<file path="src/rtl/raster_sweep.sv">
// raster_sweep: rectangular raster scanner feeding the VGA adapter pixel port.
// It steps (x, y) across a rectangle row by row and emits one pixel for each
// cycle that enable is high. Each pixel comes with a plot strobe that is
// cleared for off-screen or overflowed coordinates.
//
// Ports:
//   clock, reset          rising-edge clock; synchronous active-high reset
//   start                 request a sweep (sampled only when idle)
//   abort                 cancel the active sweep, return to idle
//   enable                downstream ready; 0 stalls the sweep
//   loop                  restart at the end of the rectangle instead of stopping
//   mode                  0 = fill with colour_in, 1 = clear (colour 0)
//   x0, y0                rectangle origin (latched at start)
//   width, height         rectangle size (latched at start)
//   colour_in             fill colour (latched at start)
//   x, y, colour, plot    registered pixel presented to the adapter
//   busy                  high while a sweep (or its done cycle) is active
//   done                  one-cycle end-of-rectangle pulse
module raster_sweep #(
  parameter int X_W      = 8,
  parameter int Y_W      = 7,
  parameter int C_W      = 3,
  parameter int SCREEN_W = 160,
  parameter int SCREEN_H = 120
) (
  input  logic           clock,
  input  logic           reset,
  input  logic           start,
  input  logic           abort,
  input  logic           enable,
  input  logic           loop,
  input  logic           mode,
  input  logic [X_W-1:0] x0,
  input  logic [Y_W-1:0] y0,
  input  logic [X_W-1:0] width,
  input  logic [Y_W-1:0] height,
  input  logic [C_W-1:0] colour_in,
  output logic [X_W-1:0] x,
  output logic [Y_W-1:0] y,
  output logic [C_W-1:0] colour,
  output logic           plot,
  output logic           busy,
  output logic           done
);

  typedef enum logic [1:0] {IDLE, SWEEP, DONE} state_t;

  // Screen limits at the width of the full (carry-included) coordinate sums.
  localparam logic [X_W:0] SCR_W = (X_W+1)'(SCREEN_W);
  localparam logic [Y_W:0] SCR_H = (Y_W+1)'(SCREEN_H);

  state_t state, state_nxt;

  logic [X_W-1:0] x0_q, width_q, cx, cx_nxt, x_nxt;
  logic [Y_W-1:0] y0_q, height_q, cy, cy_nxt, y_nxt;
  logic           plot_nxt, done_nxt, latch_en;

  // Sums carry one extra bit so a wrapped coordinate is seen as off-screen
  // rather than aliasing back onto the left/top edge.
  logic [X_W:0] x_sum;
  logic [Y_W:0] y_sum;
  logic         on_screen, last_col, last_row;

  assign x_sum     = {1'b0, x0_q} + {1'b0, cx};
  assign y_sum     = {1'b0, y0_q} + {1'b0, cy};
  assign on_screen = (x_sum < SCR_W) && (y_sum < SCR_H);
  assign last_col  = (cx == width_q - X_W'(1));
  assign last_row  = (cy == height_q - Y_W'(1));

  // State register.
  always_ff @(posedge clock) begin
    if (reset) state <= IDLE;
    else       state <= state_nxt;
  end

  // NOTE: every output of this block gets a default first, so no path leaves
  // a variable unassigned and no latch is inferred.
  always_comb begin
    state_nxt = state;
    cx_nxt    = cx;
    cy_nxt    = cy;
    x_nxt     = x;
    y_nxt     = y;
    plot_nxt  = 1'b0;
    done_nxt  = 1'b0;
    latch_en  = 1'b0;
    unique case (state)
      IDLE: begin
        if (start) begin
          latch_en = 1'b1;
          cx_nxt   = '0;
          cy_nxt   = '0;
          // An empty rectangle still completes the handshake with a done pulse.
          if (width == '0 || height == '0) begin
            state_nxt = DONE;
            done_nxt  = 1'b1;
          end else begin
            state_nxt = SWEEP;
          end
        end
      end
      SWEEP: begin
        if (abort) begin
          state_nxt = IDLE;
        end else if (enable) begin
          x_nxt    = x_sum[X_W-1:0];
          y_nxt    = y_sum[Y_W-1:0];
          plot_nxt = on_screen;
          if (last_col) begin
            cx_nxt = '0;
            if (last_row) begin
              // done is registered alongside the last pixel so both are
              // presented in the same cycle, in loop mode as well.
              cy_nxt    = '0;
              done_nxt  = 1'b1;
              state_nxt = loop ? SWEEP : DONE;
            end else begin
              cy_nxt = cy + Y_W'(1);
            end
          end else begin
            cx_nxt = cx + X_W'(1);
          end
        end
      end
      DONE: state_nxt = IDLE;
      default: state_nxt = IDLE;
    endcase
  end

  // NOTE: sequential state uses non-blocking assignments only, so every
  // register samples the pre-edge value of every other register.
  always_ff @(posedge clock) begin
    if (reset) begin
      x0_q     <= '0;
      y0_q     <= '0;
      width_q  <= '0;
      height_q <= '0;
      cx       <= '0;
      cy       <= '0;
      x        <= '0;
      y        <= '0;
      colour   <= '0;
      plot     <= 1'b0;
      done     <= 1'b0;
    end else begin
      cx   <= cx_nxt;
      cy   <= cy_nxt;
      x    <= x_nxt;
      y    <= y_nxt;
      plot <= plot_nxt;
      done <= done_nxt;
      if (latch_en) begin
        x0_q     <= x0;
        y0_q     <= y0;
        width_q  <= width;
        height_q <= height;
        colour   <= mode ? '0 : colour_in;
      end
    end
  end

  assign busy = (state != IDLE);

endmodule

</file>
<file path="config.mk">
export PLATFORM = sky130hd
export DESIGN_NAME = raster_sweep
export DESIGN_NICKNAME = d
export VERILOG_FILES = /design/src/rtl/raster_sweep.sv
export SDC_FILE = /design/constraint.sdc
export NUM_CORES = 1
export LEC_CHECK = 0
export CAP_MARGIN = 25
export CORE_ASPECT_RATIO = 1.1
export CORE_MARGIN = 1.5
export CORE_UTILIZATION = 50
export CTS_CLUSTER_SIZE = 8
export DETAILED_ROUTE_END_ITERATION = 8
export GPL_ROUTABILITY_DRIVEN = 0
export HOLD_SLACK_MARGIN = 0.06
export PLACE_DENSITY = 0.83
export SETUP_SLACK_MARGIN = 0.15
export SYNTH_ARGS = -nofsm -noshare
export SYNTH_HDL_FRONTEND = slang
export SYNTH_SLANG_ARGS = --single-unit
</file>
<file path="constraint.sdc">
create_clock -name clock -period 4.22 [get_ports clock]
set_input_delay 0.422 -clock clock [delete_from_list [all_inputs] [get_ports clock]]
set_output_delay 0.422 -clock clock [all_outputs]
set_load 0.05 [all_outputs]
</file>
==> results.md <==
- GRT Total Usage: 0.233
- #FFs+latches synth: 67
- Diodes inserted: 0
- Post-CTS sizing: 0
- Sequential group share of total power: 0.479
- Post-synth EDFFs: 0
- Die ar.: 7840 um^2
- Mean Syn Cell Area: 7.85 um^2
- Worst slew pin tran: ~0.74 ns
- CP top delay family: simple AND/OR/NAND/NOR gates
- # nets final: ~580
- Sw Pwr: about 0.42 mW
- Sequential Area: 1340 um^2
- Area delta synth->final: 22.8%
- Worst Hold Class: reg -> reg
- Wire per inst: roughly 14 um
- DRC: 0
- Pleak: ~1.7 nW
- Detail Placement HPWL: 6.10 mm
- Routed WL: between 8 and 9 mm
- DIE WIDTH: approximately 85 um
- GR Overflow Total: 0
- Worst-Skew Late Latency: 0.35 ns
- Worst-path clk slew: about 0.07 ns
- H-tree depth: 3
- Final setup violation count: 0
- Synth unique cells: 58
- Crit path time final: between 2 and 2.5 ns
- Worst clock skew: roughly 0.0065 ns
- Area occupied by multi-input gates: between 2000 and 2500 um^2
- Share of layout cells above drive strength 1: 0.0532
- # fillers: about 600
- Port bufs: 60
- Vias in the first global route: approximately 3400
- Buf/Inv on CP: 1
- Dpl cell area: 4320 um^2
- PwrDens: 320 nW/um^2
- Delay of the slowest critical-path stage: roughly 0.48 ns
- Syn nets: around 530
- CTS Buf Count: 9
- Vias: about 3400
- Final worst-path cycle share: 0.576
- Slew Limit Fails: 0
- Ports: 61
- Met3 WL: ~220 um
- Worst VDD drop: 0.199 mV
- DR vias/cell: approximately 5.5
- Clk sink count: 67
- TritonCTS clock tree: done
- Uppermost layer routed: met4
- Initial core utilization: 0.519
- Fin. Hold Viols: 0
- Clock network fraction of total power: 0.336
- Largest net degree at the start of global routing: 63
- Max-Slew Margin vs Limit: 0.503
- CP arrival: 2.68 ns
- Top_reg_cell synth: dfxtp_1
- Synth Warn #: 0
- M1 WL: around 3.7 mm
- Cell area after layout: 4490 um^2
- Comb power frac: 0.184
- FFs w/ async S/R, synth: 0
- Cell area after synthesis: 3660 um^2
- Crit path cell chain: clkdlybuf4s50_1 > nor3b_1 > nand2_1 > nor4_2 > a21oi_2 > nand2b_4 > o41ai_2
- Crit path launch type: primary input
- Hold-fix buffers at CTS: 0
- Internal: between 1 and 1.5 mW
- Antenna viol nets, final: 0
- Setup TNS: 0 ns
- Crit Path Category: in -> reg
- Critical Path RT: ~4.5 ns
- Crit end category: register
- Mapped Cells: between 400 and 500
- Max FO, Critical Path: 20
- Core footprint: between 7000 and 8000 um^2
- Initial antenna violation count: 0
- Post CTS Setup Buffer Count: 0
- Clock buffer depth: 2
- Switching portion of total power: 0.289
- Max-Cap Viols: 0
- Sequential area share after synthesis: 0.367
- DRT iter0 DRCs: about 180
- RSZ-0062 raised after global routing: no
- First-pass GRT wire length: 14.9 mm
- Achievable frequency: approximately 0.41 GHz
- Clk root buf: clkbuf_8
- Critical Path Slowest Stage Cell: nand2_1
- TritonRoute pass-1 iters: 6
- Rows: 32
- Met2 wire len: 4.33 mm
- Status: complete, no violations
- Die H: 92.7 um
## registers in the layout (all words and copies together) (netlist names)
signal and count:
cx 8, width_q 8, x0_q 8, x 8, cy 7, height_q 7
y0_q 7, y 7, colour 3, state 2, done 1, plot 1
## Yosys cell counts, types with 2 or more instances
cell type,count,area share
a21boi_0,2,0.0041
dfxtp_1,67,0.37
nor2_1,34,0.035
nand4_1,6,0.010
and3_1,6,0.010
nor3_1,10,0.014
o21ai_0,15,0.021
and2_1,3,0.0051
nand2b_1,3,0.0051
or3_1,3,0.0051
o21a_1,3,0.0062
inv_1,19,0.020
nor2b_1,8,0.014
nor4_2,2,0.0068
nand2_1,96,0.099
o32ai_1,2,0.0048
a21o_1,3,0.0062
nor3b_1,4,0.0082
o31ai_1,2,0.0041
xnor2_1,14,0.034
ha_1,19,0.065
a21oi_1,57,0.078
buf_1,2,0.0021
fa_1,2,0.011
nand3_1,10,0.014
xor2_1,13,0.031
a32oi_1,3,0.0072
nor4_1,3,0.0051
nand3b_1,4,0.0082
o211ai_1,2,0.0041
clkbuf_1,17,0.017
nand4b_1,2,0.0048
a211oi_1,5,0.010
## placed cells by master (no fill, tap or decap), types with 3 or more instances in the layout
cell             synthesis  layout
a21o_1                   3       3
nor3_1                  10      10
a211oi_1                 5       5
or3_1                    3       3
inv_1                   19      19
nand4_1                  6       6
and2_1                   3       3
xnor2_1                 14      14
nand2_1                 96      96
a32oi_1                  3       3
nand3b_1                 4       4
ha_1                    19      19
xor2_1                  13      13
nor3b_1                  4       4
clkbuf_1                17       3
o21ai_0                 15      15
a21oi_1                 57      57
nor2_1                  34      34
and3_1                   6       6
clkbuf_8                 0      11
nand3_1                 10      10
nor4_1                   3       3
o21a_1                   3       3
clkdlybuf4s50_1          0      59
nor2b_1                  8       8
nand2b_1                 3       3
dfxtp_1                 67      67
## cells by family after synthesis
kind of cell / Yosys count / share of synthesized area
flip-flops: 67 / 0.367
adder cells (fa/ha/maj): 21 / 0.0760
XOR/XNOR: 27 / 0.0647
AND/OR/NAND/NOR: 204 / 0.271
multiplexers: 1 / 0.00274
buffers and inverters: 39 / 0.0400
AO/OA/AOI/OAI: 107 / 0.179
## worst min-delay path: cells and delay by family, from the launching register on
kind            cells  cell delay [ns]
simple gates        1             0.05
flops               1             0.31
compound gates      1             0.05
## routing by layer
layer	GRT usage	vias to the layer above
met4	0.109	0
met3	0.0348	17
met2	0.419	48
met1	0.271	1584
li1	-	1734
met5	0	-
## worst paths after layout
kind | slack (ns) | cells past startpoint | end | startpoint
setup / recovery | 1.79 | 7 | cy[6] | abort
setup reg to reg | 1.84 | 10 | plot | cy[0]
hold reg to reg | 0.46 | 2 | colour[0] | colour[0]
hold / removal | 0.46 | 2 | colour[0] | colour[0]
## per-stage QoR
step           cells  hold slack (ns)  utilization  setup WS (ns)  total power, mW
4_1_cts          611            0.455        0.637           1.78             1.44
3_5_place_dp     595            0.445        0.613           1.46            0.968
3_3_place_gp     594            0.439        0.611           1.57            0.956
2_1_floorplan    466            0.441            -           2.07            0.874
6_report         611            0.456        0.637           1.79             1.44
5_1_grt          611            0.476        0.637           1.56             1.50
## cell type report
class | count | share of cell area
multi-input combinational | 360 | 0.483
sequential | 67 | 0.299
inverter | 20 | 0.0167
clock buffer | 14 | 0.0362
clock inverter | 2 | 0.00223
tap | 85 | 0.0237
timing repair buffer | 63 | 0.139
## power groups by stage
| stage | logic, mW | registers [mW] | clock network (mW) |
|---|---|---|---|
| floorplan | 0.164 | 0.710 | 0 |
| global placement | 0.255 | 0.702 | 0 |
| detailed placement | 0.265 | 0.703 | 0 |
| CTS | 0.267 | 0.689 | 0.488 |
| global route | 0.296 | 0.692 | 0.517 |
| finish | 0.265 | 0.689 | 0.483 |
Note: power is estimated with default switching activity, not from simulation.
